<file path="src/rtl/packetmem_xbar.sv">
// Packet-buffer crossbar: rotates N_BUF buffers between snooper, CPU and forwarder
// through free / cpu-ready / fwd-ready index FIFOs and routes each agent to its buffer.
module packetmem_xbar #(
  parameter int unsigned N_BUF      = 4,
  parameter int unsigned ADDR_WIDTH = 10,
  parameter int unsigned DATA_WIDTH = 64,
  parameter int unsigned REG_OUT    = 0
) (
  input  logic                          clk,
  input  logic                          rst,
  input  logic [ADDR_WIDTH-1:0]         sn_addr,
  input  logic [DATA_WIDTH-1:0]         sn_wr_data,
  input  logic                          sn_wr_en,
  input  logic                          sn_done,
  output logic                          sn_has_buf,
  input  logic [ADDR_WIDTH-1:0]         cpu_addr,
  input  logic                          cpu_rd_en,
  input  logic                          cpu_accept,
  input  logic                          cpu_reject,
  output logic [DATA_WIDTH-1:0]         cpu_rd_data,
  output logic [ADDR_WIDTH-1:0]         cpu_len,
  output logic                          cpu_has_buf,
  input  logic [ADDR_WIDTH-1:0]         fwd_addr,
  input  logic                          fwd_rd_en,
  input  logic                          fwd_done,
  output logic [DATA_WIDTH-1:0]         fwd_rd_data,
  output logic [ADDR_WIDTH-1:0]         fwd_len,
  output logic                          fwd_has_buf,
  output logic [N_BUF*ADDR_WIDTH-1:0]   buf_addr,
  output logic [N_BUF*DATA_WIDTH-1:0]   buf_wr_data,
  output logic [N_BUF-1:0]              buf_wr_en,
  output logic [N_BUF-1:0]              buf_rd_en,
  input  logic [N_BUF*DATA_WIDTH-1:0]   buf_rd_data,
  input  logic [N_BUF*ADDR_WIDTH-1:0]   buf_len
);

  localparam int unsigned IdxW     = $clog2(N_BUF);
  localparam int unsigned CntW     = $clog2(N_BUF + 1);
  localparam int unsigned NumFifo  = 3;
  localparam int unsigned FifoFree = 0;
  localparam int unsigned FifoCpu  = 1;
  localparam int unsigned FifoFwd  = 2;

  typedef logic [IdxW-1:0] idx_t;
  typedef logic [CntW-1:0] cnt_t;

  // Circular position base+off+extra modulo N_BUF; the sum never exceeds 2*N_BUF.
  function automatic idx_t wrap(input idx_t base, input cnt_t off, input logic extra);
    int unsigned s;
    s = 32'(base) + 32'(off) + 32'(extra);
    if (s >= N_BUF) s = s - N_BUF;
    if (s >= N_BUF) s = s - N_BUF;
    return idx_t'(s);
  endfunction

  // Index FIFO state
  idx_t fifo_mem_q [NumFifo][N_BUF];
  idx_t fifo_mem_d [NumFifo][N_BUF];
  idx_t head_q [NumFifo];
  idx_t head_d [NumFifo];
  cnt_t cnt_q  [NumFifo];
  cnt_t cnt_d  [NumFifo];

  logic pop      [NumFifo];
  logic push0_v  [NumFifo];
  logic push1_v  [NumFifo];
  idx_t push0_idx[NumFifo];
  idx_t push1_idx[NumFifo];

  // Ownership state
  logic sn_has_q, sn_has_d, cpu_has_q, cpu_has_d, fwd_has_q, fwd_has_d;
  idx_t sn_idx_q, sn_idx_d, cpu_idx_q, cpu_idx_d, fwd_idx_q, fwd_idx_d;

  logic cpu_rej, fwd_rel;

  // Grant / release decisions; each agent either releases or is granted in one cycle.
  always_comb begin
    sn_has_d  = sn_has_q;
    sn_idx_d  = sn_idx_q;
    cpu_has_d = cpu_has_q;
    cpu_idx_d = cpu_idx_q;
    fwd_has_d = fwd_has_q;
    fwd_idx_d = fwd_idx_q;
    cpu_rej   = 1'b0;
    fwd_rel   = 1'b0;
    for (int f = 0; f < NumFifo; f++) begin
      pop[f]       = 1'b0;
      push0_v[f]   = 1'b0;
      push1_v[f]   = 1'b0;
      push0_idx[f] = '0;
      push1_idx[f] = '0;
    end

    if (sn_has_q) begin
      if (sn_done) begin
        sn_has_d           = 1'b0;
        push0_v[FifoCpu]   = 1'b1;
        push0_idx[FifoCpu] = sn_idx_q;
      end
    end else if (cnt_q[FifoFree] != '0) begin
      pop[FifoFree] = 1'b1;
      sn_has_d      = 1'b1;
      sn_idx_d      = fifo_mem_q[FifoFree][head_q[FifoFree]];
    end

    if (cpu_has_q) begin
      if (cpu_reject) begin
        cpu_has_d = 1'b0;
        cpu_rej   = 1'b1;
      end else if (cpu_accept) begin
        cpu_has_d          = 1'b0;
        push0_v[FifoFwd]   = 1'b1;
        push0_idx[FifoFwd] = cpu_idx_q;
      end
    end else if (cnt_q[FifoCpu] != '0) begin
      pop[FifoCpu] = 1'b1;
      cpu_has_d    = 1'b1;
      cpu_idx_d    = fifo_mem_q[FifoCpu][head_q[FifoCpu]];
    end

    if (fwd_has_q) begin
      if (fwd_done) begin
        fwd_has_d = 1'b0;
        fwd_rel   = 1'b1;
      end
    end else if (cnt_q[FifoFwd] != '0) begin
      pop[FifoFwd] = 1'b1;
      fwd_has_d    = 1'b1;
      fwd_idx_d    = fifo_mem_q[FifoFwd][head_q[FifoFwd]];
    end

    // Forwarder's buffer is enqueued ahead of the CPU's when both free at once.
    if (fwd_rel) begin
      push0_v[FifoFree]   = 1'b1;
      push0_idx[FifoFree] = fwd_idx_q;
      if (cpu_rej) begin
        push1_v[FifoFree]   = 1'b1;
        push1_idx[FifoFree] = cpu_idx_q;
      end
    end else if (cpu_rej) begin
      push0_v[FifoFree]   = 1'b1;
      push0_idx[FifoFree] = cpu_idx_q;
    end
  end

  always_comb begin
    fifo_mem_d = fifo_mem_q;
    head_d     = head_q;
    cnt_d      = cnt_q;
    for (int f = 0; f < NumFifo; f++) begin
      if (push0_v[f]) begin
        fifo_mem_d[f][wrap(head_q[f], cnt_q[f], 1'b0)] = push0_idx[f];
      end
      if (push1_v[f]) begin
        fifo_mem_d[f][wrap(head_q[f], cnt_q[f], 1'b1)] = push1_idx[f];
      end
      if (pop[f]) begin
        head_d[f] = wrap(head_q[f], '0, 1'b1);
      end
      cnt_d[f] = cnt_q[f] + cnt_t'(push0_v[f]) + cnt_t'(push1_v[f]) - cnt_t'(pop[f]);
    end
  end

  always_ff @(posedge clk) begin
    if (rst) begin
      for (int f = 0; f < NumFifo; f++) begin
        head_q[f] <= '0;
        cnt_q[f]  <= '0;
        for (int i = 0; i < N_BUF; i++) begin
          fifo_mem_q[f][i] <= '0;
        end
      end
      for (int i = 0; i < N_BUF; i++) begin
        fifo_mem_q[FifoFree][i] <= idx_t'(i);
      end
      cnt_q[FifoFree] <= cnt_t'(N_BUF);
      sn_has_q        <= 1'b0;
      cpu_has_q       <= 1'b0;
      fwd_has_q       <= 1'b0;
      sn_idx_q        <= '0;
      cpu_idx_q       <= '0;
      fwd_idx_q       <= '0;
    end else begin
      fifo_mem_q <= fifo_mem_d;
      head_q     <= head_d;
      cnt_q      <= cnt_d;
      sn_has_q   <= sn_has_d;
      cpu_has_q  <= cpu_has_d;
      fwd_has_q  <= fwd_has_d;
      sn_idx_q   <= sn_idx_d;
      cpu_idx_q  <= cpu_idx_d;
      fwd_idx_q  <= fwd_idx_d;
    end
  end

  assign sn_has_buf  = sn_has_q;
  assign cpu_has_buf = cpu_has_q;
  assign fwd_has_buf = fwd_has_q;

  // Buffer-side request routing; owners hold distinct indices.
  logic [N_BUF*ADDR_WIDTH-1:0] buf_addr_d;
  logic [N_BUF*DATA_WIDTH-1:0] buf_wr_data_d;
  logic [N_BUF-1:0]            buf_wr_en_d;
  logic [N_BUF-1:0]            buf_rd_en_d;

  always_comb begin
    buf_addr_d    = '0;
    buf_wr_data_d = '0;
    buf_wr_en_d   = '0;
    buf_rd_en_d   = '0;
    for (int i = 0; i < N_BUF; i++) begin
      if (sn_has_q && sn_idx_q == idx_t'(i)) begin
        buf_addr_d[i*ADDR_WIDTH +: ADDR_WIDTH]    = sn_addr;
        buf_wr_data_d[i*DATA_WIDTH +: DATA_WIDTH] = sn_wr_data;
        buf_wr_en_d[i]                            = sn_wr_en;
      end else if (cpu_has_q && cpu_idx_q == idx_t'(i)) begin
        buf_addr_d[i*ADDR_WIDTH +: ADDR_WIDTH] = cpu_addr;
        buf_rd_en_d[i]                         = cpu_rd_en;
      end else if (fwd_has_q && fwd_idx_q == idx_t'(i)) begin
        buf_addr_d[i*ADDR_WIDTH +: ADDR_WIDTH] = fwd_addr;
        buf_rd_en_d[i]                         = fwd_rd_en;
      end
    end
  end

  always_comb begin
    cpu_rd_data = '0;
    cpu_len     = '0;
    fwd_rd_data = '0;
    fwd_len     = '0;
    for (int i = 0; i < N_BUF; i++) begin
      if (cpu_has_q && cpu_idx_q == idx_t'(i)) begin
        cpu_rd_data = buf_rd_data[i*DATA_WIDTH +: DATA_WIDTH];
        cpu_len     = buf_len[i*ADDR_WIDTH +: ADDR_WIDTH];
      end
      if (fwd_has_q && fwd_idx_q == idx_t'(i)) begin
        fwd_rd_data = buf_rd_data[i*DATA_WIDTH +: DATA_WIDTH];
        fwd_len     = buf_len[i*ADDR_WIDTH +: ADDR_WIDTH];
      end
    end
  end

  if (REG_OUT != 0) begin : g_reg_out
    logic [N_BUF*ADDR_WIDTH-1:0] buf_addr_q;
    logic [N_BUF*DATA_WIDTH-1:0] buf_wr_data_q;
    logic [N_BUF-1:0]            buf_wr_en_q;
    logic [N_BUF-1:0]            buf_rd_en_q;

    always_ff @(posedge clk) begin
      if (rst) begin
        buf_addr_q    <= '0;
        buf_wr_data_q <= '0;
        buf_wr_en_q   <= '0;
        buf_rd_en_q   <= '0;
      end else begin
        buf_addr_q    <= buf_addr_d;
        buf_wr_data_q <= buf_wr_data_d;
        buf_wr_en_q   <= buf_wr_en_d;
        buf_rd_en_q   <= buf_rd_en_d;
      end
    end

    assign buf_addr    = buf_addr_q;
    assign buf_wr_data = buf_wr_data_q;
    assign buf_wr_en   = buf_wr_en_q;
    assign buf_rd_en   = buf_rd_en_q;
  end else begin : g_comb_out
    assign buf_addr    = buf_addr_d;
    assign buf_wr_data = buf_wr_data_d;
    assign buf_wr_en   = buf_wr_en_d;
    assign buf_rd_en   = buf_rd_en_d;
  end

endmodule

</file>
<file path="config.mk">
export PLATFORM = sky130hd
export DESIGN_NAME = packetmem_xbar
export DESIGN_NICKNAME = d
export VERILOG_FILES = /design/src/rtl/packetmem_xbar.sv
export SDC_FILE = /design/constraint.sdc
export NUM_CORES = 1
export LEC_CHECK = 0
export BUFFER_PORTS_ARGS = -buffer_cell sky130_fd_sc_hd__buf_2
export CORE_AREA = 2 2 330 332
export CTS_BUF_LIST = sky130_fd_sc_hd__clkbuf_8
export CTS_CLUSTER_SIZE = 12
export DETAILED_ROUTE_END_ITERATION = 10
export DIE_AREA = 0 0 332 334
export PLACE_DENSITY_LB_ADDON = 0.3
export SKIP_LAST_GASP = 1
export SLEW_MARGIN = 20
export SYNTH_ARGS = -nofsm -noshare
export SYNTH_HDL_FRONTEND = slang
export SYNTH_SLANG_ARGS = --single-unit
</file>
<file path="constraint.sdc">
create_clock -name clk -period 5.4 [get_ports clk]
set_input_delay 1.08 -clock clk [delete_from_list [all_inputs] [get_ports clk]]
set_output_delay 1.08 -clock clk [all_outputs]
set_load 0.01 [all_outputs]
</file>
* After elaboration in Yosys (flattened, before gate mapping)
Cells that the tools add are included.
** Storage, ports and cells
- Bits in writable memories :: 0
- Bits in read-only memories :: 0
- Register bits :: 48
- Word-level logic and storage cells :: 250
- Latch bits :: 0
- Input bits :: 399
- Memories :: 0
** Operators by class
- Shift-type cells :: 0
- Multipliers :: 0
- Equality and inequality tests :: 9
- Divide/modulo/power cells :: 0
- Bitwise gates (word level) :: 10
- $lt $le $gt $ge :: 25
- Muxes and demuxes :: 129
- Reductions and logical operators :: 25
- Add/sub/neg operators :: 28
** Operators with widths (count)
- 2-to-1 mux 64 bit :: 12
- 2-to-1 mux 32 bit :: 14
- >= comparator 32 x 3 -> 1 bit (second input constant) :: 10
- 2-to-1 mux 10 bit :: 20
- subtractor 32 x 3 -> 32 bit (second input constant) :: 3
- 2-to-1 mux 2 bit :: 29
- 2-to-1 mux 1 bit :: 41
- bitwise mux 8 bit :: 4
- >= comparator 3 bit (second input constant) :: 10
- inverter 2 -> 3 bit :: 7
- demux 2 bit (select 2 bit) :: 4
- logical AND 1 bit :: 16
- 2-to-1 mux 8 bit :: 2
- subtractor 2 x 1 -> 2 bit (second input constant) :: 7
- adder 2 x 3 -> 4 bit :: 3
- adder 3 x 1 -> 3 bit :: 4
- binary-select mux 2 bit (select 2 bit) :: 3
- == test 2 bit (second input constant) :: 6
- less-than comparator 3 x 1 -> 1 bit (second input constant) :: 4
- subtractor 3 x 3 -> 4 bit (second input constant) :: 3
- adder 2 x 1 -> 3 bit (second input constant) :: 3
- nonzero test 3 bit :: 3
- subtractor 3 x 1 -> 3 bit :: 3
- == test 2 x 1 -> 1 bit (second input constant) :: 3
- 6 further kinds :: 12

* Longest topological paths before layout
Gate-level depths: netlist (run 1).
- Word-level depth :: 17
- Depth in mapped cells :: 10
- Mapped depth without buffers :: 10

* Worst setup path after synthesis (run 1)
Ideal clock, no wire load.
- Kind :: input to register
- Start :: in cpu_reject
- End :: reg cnt_q[7] (netlist name)
- Stages on the path :: 7
- Library setup time :: 0.127 ns
- Slack :: 2.457 ns
- Arrival :: 2.817 ns
- Data required time :: 5.273 ns
- Path through :: a22oi_1 clkbuf_1 ha_1 fa_1 inv_1 fa_1 nor2b_1
** RTL lines
- start, declared :: RTL line 19 : input logic cpu_reject,
- end signal, assigned by index :: RTL line 176 : cnt_q[FifoFree] <= cnt_t'(N_BUF);
- end signal, assigned :: RTL line 186 : cnt_q <= cnt_d;
- end, declared :: RTL line 61 : cnt_t cnt_q [NumFifo];

* Worst setup path after layout (run 1)
- Start :: reg fwd_idx_q[0]
- End :: out fwd_rd_data[63]
** On the way
- Word-level cells in the longest chain between the ends :: 6
** Ends and longest elaborated chain
- start, declared :: RTL line 72 : idx_t sn_idx_q, sn_idx_d, cpu_idx_q, cpu_idx_d, fwd_idx_q, fwd_idx_d;
- start signal, assigned :: RTL line 192 : fwd_idx_q <= fwd_idx_d;
- logical NOT 2 bit :: RTL line 236 : if (fwd_has_q && fwd_idx_q == idx_t'(i)) begin
- logical AND 1 bit :: RTL line 236
- 2-to-1 mux 64 bit (3 in series) :: RTL line 236
- 2-to-1 mux 64 bit * :: RTL line 236
- end, declared :: RTL line 26 : output logic [DATA_WIDTH-1:0] fwd_rd_data,
Mark *: on every way between the ends. The rest lies on a longest branch, timed or not.

==> results of run 1 <==
==> cells by family after synthesis <==
group,synth area share (%)
AOI/OAI and AO/OA,18.4
adders and majority gates,1.98
DFF,10.6
xor gates and xnor gates,2.44
muxes,26.2
buffers and inverters,6.20
and+or+nand+nor,34.3
==> cell usage after synthesis (2+ instances only) <==
master,number
nor3b_1,7
nor4_1,2
a221oi_1,3
a221o_1,2
clkbuf_1,74
mux2i_1,12
xnor3_1,3
buf_2,39
nor2_1,37
nor3_1,7
nand3b_1,2
buf_1,3
a21oi_1,15
mux4_2,99
and3b_1,3
nor2b_1,4
inv_1,12
xnor2_1,11
a21o_1,3
a22oi_1,153
and2_1,354
dfxtp_1,48
fa_1,4
buf_4,4
nand2_1,112
a31oi_1,3
nand3_1,11
a211oi_1,3
o21ai_0,57
and3_1,3
ha_1,8
or3_1,3
==> sequential cells by signal, summed over array words and instances (netlist names) <==
signal and cells:
fifo_mem_q 24, cnt_q 9, head_q 6, cpu_idx_q 2
fwd_idx_q 2, sn_idx_q 2, cpu_has_buf 1, fwd_has_buf 1
sn_has_buf 1
==> metrics by stage <==
stage	util (%)	hold slack (ns)	area, sq um
final	14.0	0.487	15100
after global routing	13.9	0.515	15000
after CTS	13.9	0.486	15000
after detailed placement	13.8	0.472	14900
after global placement	13.8	0.468	14900
after floorplan	-	0.450	9080
==> worst paths after layout <==
kind                                              endpoint  slack, ns
worst max-delay path                       fwd_rd_data[63]       1.74
worst min-delay path            fifo_mem_q[8]$_SDFFE_PP0P_       0.49
worst max register to register         cnt_q[7]$_SDFF_PP0_       2.39
worst min register to register  fifo_mem_q[8]$_SDFFE_PP0P_       0.49
==> cell type report <==
cell class	instances	area [sq um]	area share, %
Antenna cell	13	32.5	0.216
Clock buffer	5	68.8	0.457
Clock inverter	2	60.1	0.399
Inverter	13	48.8	0.324
Multi-Input combinational cell	940	7610	50.5
Sequential cell	48	976	6.48
Tap cell	1414	1770	11.8
Timing Repair Buffer	879	4490	29.8
==> power by group <==
| part | total (uW) | internal (uW) | switching [uW] |
|---|---|---|---|
| Combinational | 2530 | 1010 | 1520 |
| Clock | 311 | 182 | 128 |
| Sequential | 554 | 427 | 127 |
==> worst reg2reg max path, delay by kind of cell (launching register included) <==
kind                     cells  cell delay [ns]
adder cells (fa/ha/maj)      3             1.09
buffers and inverters        3             0.93
flip-flops                   1             0.55
AO/OA/AOI/OAI                1             0.17
AND/OR/NAND/NOR              1             0.13
==> routing by layer <==
metal	vias up	share of wire (%)	global-route usage (%)
li1	5599	-	-
met1	6165	42	16.5
met2	766	48	21.7
met3	68	7.7	2.84
met4	4	1.6	2.26
met5	-	0.036	0
==> results.md, run 1 <==
- Status: finished clean
- Mapped Cells: approximately 1100
- # clock sinks: 48
- Ys flop type: dfxtp_1
- Final setup margin: 1.74 ns
- Fin crit share: 67.8%
- Crit. path cell count: 4
- R2R Path Start: fwd_has_buf$_SDFF_PP0_
- IO buf count: 853
- Top area cells in the synthesized netlist: mux4_2 (25%), and2_1 (24%), a22oi_1 (13%)
- Largest net degree at the start of global routing: 87
- Fill cells: 12600
- IO Pins: 854
- Asr flop ratio synth: 0%
- Vias in the first global route: 12300
- Layout cells sized above 1: 53.4%
- Worst setup path startpoint: fwd_idx_q[0]$_SDFFE_PP0P_
- Leak: 0.00725 uW
- Post-synth EDFFs: 0
- CP max FO: 24
- 1st-iter DRT viols: 951
- Die Footprint: 0.111 sq mm
- Final Hold Viols: 0
- Total grt overflow: 0
- Vias per cell: around 3.8
- DR vias: 12600
- RSZ-0062 raised after global routing: no
- Total CTS buffers: 5
- Min cycle time layout: 3.66 ns
- Area Growth Syn to Fin: 65.8%
- Max Clk Rate: 273 MHz
- Gpl congestion: 0.948
- Die Wd: 332 microns
- Setup TNS: 0 ns
- PD cells: 225 mW/mm^2
- Seq/Total Area, Yosys: 10.6%
- Worst-case clock buffer depth: 2
- Most common cell after layout, fill and taps aside: buf_2
- Core area: 0.108 sq mm
- Std cell rows: between 100 and 150
- Layout net count: 2298
- Most frequent cells in the layout: buf_2 (853), and2_1 (354), a22oi_1 (153)
- Yosys reg bits: 48
- CTS resizes: 0
- Hold crit path type: flop to flop
- Wire per inst: 22.9 microns
- WP data arrival: 2.58 ns
- CTS clk-pin slew, worst paths: roughly 0.10 ns
- Mapped cell area: 0.00908 sq mm
- Worst Tran Pin Value: 0.928 ns
- CP Cell Sequence: buf_4 > mux4_2 > and2_1 > buf_2
- Syn. warnings: 0
- Rel. slew slack: 38.1%
- Post-Syn Nets: 1532
- First-pass GRT wire length: ~100000 microns
- Routed WL: 75800 microns
- Worst vdd ir: ~0.17 mV
- Worst EP required: 4.32 ns
- ANT nets after route: 0
- Clock tree root buffer cell: clkbuf_8
- Detailed-placement wirelength estimate: 63200 microns
- Synth area leader: mux4_2
- Placed Cells incl. Taps: 3294
- Total power: about 3400 uW
- Fin. max-slew vios: 0
- Htree depth: 2
- Clock skew: 0.0116 ns
- Worst setup EP type: output port
- Post-synth cell types: between 50 and 60
- Hold path cells: 2
- Final cell count without fillers: 3314
- Average size of a mapped cell: roughly 8 sq um
- Final Setup Violations: 0
- Post-CTS setup buffer count: 0
- Die H: 334 microns
- Residual DRC count: 0
- TritonCTS clock tree: done
- Reg2Reg Depth: 8
- Crit-path max cell delay: 0.67 ns
- Post-synth top area share: 24.6%
- CP Buf/Inv Count: 2
- Max-cap violations: 0
- Crit-path leading delay family: flip-flops
- Critical path class: flop to output port
- Skew-Pair Late Insertion Delay: slightly above 0.3 ns
- Gr usage total: 12.7%
- Initial antenna violation count: 21
- Setup slack at placement: 1.92 ns
- Hold buffer count at CTS: 0
- Slowest cell on crit path: dfxtp_4
- Crit path launch type: flop
- Initial Util: 8.42%
- DR pass1 iterations: 5
- Hold Crit Start: fifo_mem_q[8]$_SDFFE_PP0P_
Power figures use the tool's default switching activity.
==> run 2: changes to the inputs <==
--- a/config.mk
+++ b/config.mk
@@ -6,11 +6,11 @@
 export NUM_CORES = 1
 export LEC_CHECK = 0
 export BUFFER_PORTS_ARGS = -buffer_cell sky130_fd_sc_hd__buf_2
-export CORE_AREA = 2 2 330 332
+export CORE_AREA = 2 2 331 333
 export CTS_BUF_LIST = sky130_fd_sc_hd__clkbuf_8
 export CTS_CLUSTER_SIZE = 12
 export DETAILED_ROUTE_END_ITERATION = 10
-export DIE_AREA = 0 0 332 334
+export DIE_AREA = 0 0 333 335
 export PLACE_DENSITY_LB_ADDON = 0.3
 export SKIP_LAST_GASP = 1
 export SLEW_MARGIN = 20
==> constraint.sdc (replaced) <==
create_clock -name clk -period 3 [get_ports clk]
set_input_delay 0.6 -clock clk [delete_from_list [all_inputs] [get_ports clk]]
set_output_delay 0.6 -clock clk [all_outputs]
set_load 0.01 [all_outputs]
==> run 2 against run 1 <==
Design area increased by 1.7%. Final cell count grew 0.66%. Register-to-register slack worse by 1.9 ns. Total power up 80%. Sequential share of layout area decreased by 0.11 points. Non-clock buffer count is 20 higher. Worst hold slack worse by 0.0048 ns. Die area is 0.60% higher. Count of clock-buffer cells in the layout unchanged. Combinational power up 83%. Sequential cell count unchanged. Global-route usage is 0.21 points higher.
==> results.md, run 2 (synthesis gave the netlist of run 1 again) <==
- Die Wd: 333 microns (+0.30%)
- First-pass GRT wire length: 102000 microns (+0.28%)
- Hold buffer count at CTS: 0 (unchanged)
- Hold WS: 0.483 ns (-0.00483 ns)
- Clock skew: 0.00714 ns (-0.00442 ns)
- IO Pins: 854 (unchanged)
- Clock tree root buffer cell: clkbuf_8
- Final Hold Viols: 0 (unchanged)
- Area after DPL: 0.0152 sq mm (+1.8%)
- Crit-path max cell delay: 0.39 ns (-0.28 ns)
- DR pass1 iterations: 5 (unchanged)
- Max reg flops: 24 (unchanged)
- CTS clk-pin slew, worst paths: 0.10 ns (about the same)
- Routed WL: 77500 microns (+2.3%)
- 1st-iter DRT viols: 969 (+1.9%)
- Wire per inst: 23.2 microns (+1.6%)
- Die H: 335 microns (+0.30%)
- Hold crit path type: flop to flop
- DR vias: 12700 (+0.38%)
- Post-CTS setup buffer count: 0 (unchanged)
- Hold Crit Start: fifo_mem_q[9]$_SDFFE_PP0P_
- Total grt overflow: 0 (unchanged)
- Most common cell after layout, fill and taps aside: buf_2
- ANT nets after route: 0 (unchanged)
- Detailed-placement wirelength estimate: 64900 microns (+2.7%)
- Gr usage total: 13.0% (+0.21 points)
- Fin crit share: 97.2%
- Worst EP required: 2.40 ns (-1.92 ns)
- Layout net count: 2318 (+0.87%)
- Slowest cell on crit path: dfxtp_2
- Worst setup EP type: output port
- IO buf count: 853 (unchanged)
- Critical path class: flop to output port
- Worst setup path startpoint: cpu_has_buf$_SDFF_PP0_
- Std cell rows: 121 (unchanged)
- Final setup margin: 0.0842 ns (-1.65 ns)
- Top Registers: fifo_mem_q: 24 flops, cnt_q: 9 flops, head_q: 6 flops
- Initial antenna violation count: 45 (+110%)
- R2R Path Start: cnt_q[7]$_SDFF_PP0_
- Final instance area: 0.0153 sq mm (+1.7%)
- Total CTS buffers: 5 (unchanged)
- PD cells: 399 mW/mm^2 (+77%)
- Max-cap violations: 0 (unchanged)
- Status: finished clean
- Rel. slew slack: 39.9% (+1.7 points)
- Vias per cell: 3.79 (-0.28%)
- Crit path launch type: flop
- Fin. max-slew vios: 0 (unchanged)
- Most frequent cells in the layout: buf_2 (853), and2_1 (354), a22oi_1 (153)
- Area Growth Syn to Fin: 68.6%
- RSZ-0062 raised after global routing: no
- Worst Tran Pin Value: 0.902 ns (-0.0257 ns)
- Worst-case clock buffer depth: 2 (unchanged)
- Max Clk Rate: 343 MHz
- Final Setup Violations: 0 (unchanged)
- Residual DRC count: 0 (unchanged)
- WP data arrival: 2.32 ns (-0.26 ns)
- Leak: 0.00738 uW (+1.7%)
- Skew-Pair Late Insertion Delay: 0.31 ns (about the same)
- CP max FO: 24 (unchanged)
- Setup TNS: 0 ns (unchanged)
- Core area: 0.108 sq mm (+0.28%)
- Layout cells sized above 1: 53.9% (+0.46 points)
- CP Cell Sequence: nor3b_2 > buf_12 > buf_4 > a22oi_1 > o21ai_1 > buf_2
- Largest net degree at the start of global routing: 87 (unchanged)
- Vias in the first global route: 12400 (+0.43%)
- TritonCTS clock tree: done
- Gpl congestion: 0.849 (-10%)
- Worst vdd ir: 0.225 mV (+30%)
- Reg with most FFs: fifo_mem_q
- # clock sinks: 48 (unchanged)
- Min cycle time layout: 2.92 ns
- Setup slack at placement: 0.241 ns (-1.68 ns)
- Die Footprint: 0.112 sq mm (+0.60%)
- Htree depth: 2 (unchanged)
- Initial Util: 8.40% (-0.024 points)
-- run 2: per-stage QoR --
step                      util [%]  total power [uW]  instances
after floorplan                  -              3410       1121
after global placement        14.0              5770       3314
after detailed placement      14.0              5710       3314
after CTS                     14.1              6240       3322
after global routing          14.2              6620       3331
final                         14.2              6100       3336
-- run 2: cell type report --
class,count,area [sq um]
Fill cell,12600,92800
Multi-Input combinational cell,940,7610
Timing Repair Buffer,899,4760
Tap cell,1414,1770
Sequential cell,48,976
Clock buffer,5,68.8
Inverter,13,48.8
Clock inverter,3,42.5
Antenna cell,14,35.0
-- run 2: path summary, 6_finish.rpt --
path | endpoint | slack (ns) | cells after the start
max | buf_addr[6] | 0.08 | 6
min | fifo_mem_q[9]$_SDFFE_PP0P_ | 0.48 | 2
max reg2reg | cnt_q[7]$_SDFF_PP0_ | 0.48 | 7
min reg2reg | fifo_mem_q[9]$_SDFFE_PP0P_ | 0.48 | 2
-- run 2: metal layers --
layer	global-route usage, %	share of wire (%)	wire [microns]
met5	0.868	0.26	200
met4	4.88	3.9	3050
met3	3.72	9.3	7220
met2	21.0	46	35900
met1	16.1	40	31100
-- run 2: where the power goes --
| part | internal (uW) | switching, uW | total (uW) |
|---|---|---|---|
| sequential | 769 | 203 | 972 |
| combinational | 1920 | 2720 | 4640 |
| clock | 247 | 239 | 487 |
| total | 2940 | 3160 | 6100 |
-- run 2: worst max-delay path, delay by kind of cell (launching register included) --
| family | cells | cell delay [ns] |
|---|---|---|
| AOI/OAI and AO/OA | 2 | 0.50 |
| DFF | 1 | 0.39 |
| and+or+nand+nor | 1 | 0.37 |
| buffers and inverters | 3 | 0.73 |
-- run 2: timing repair --
item | 4_1_cts | 5_1_grt
setup endpoints to repair | 1 | 0
hold endpoints to repair | 0 | 0
gates resized for setup | 1 | 0
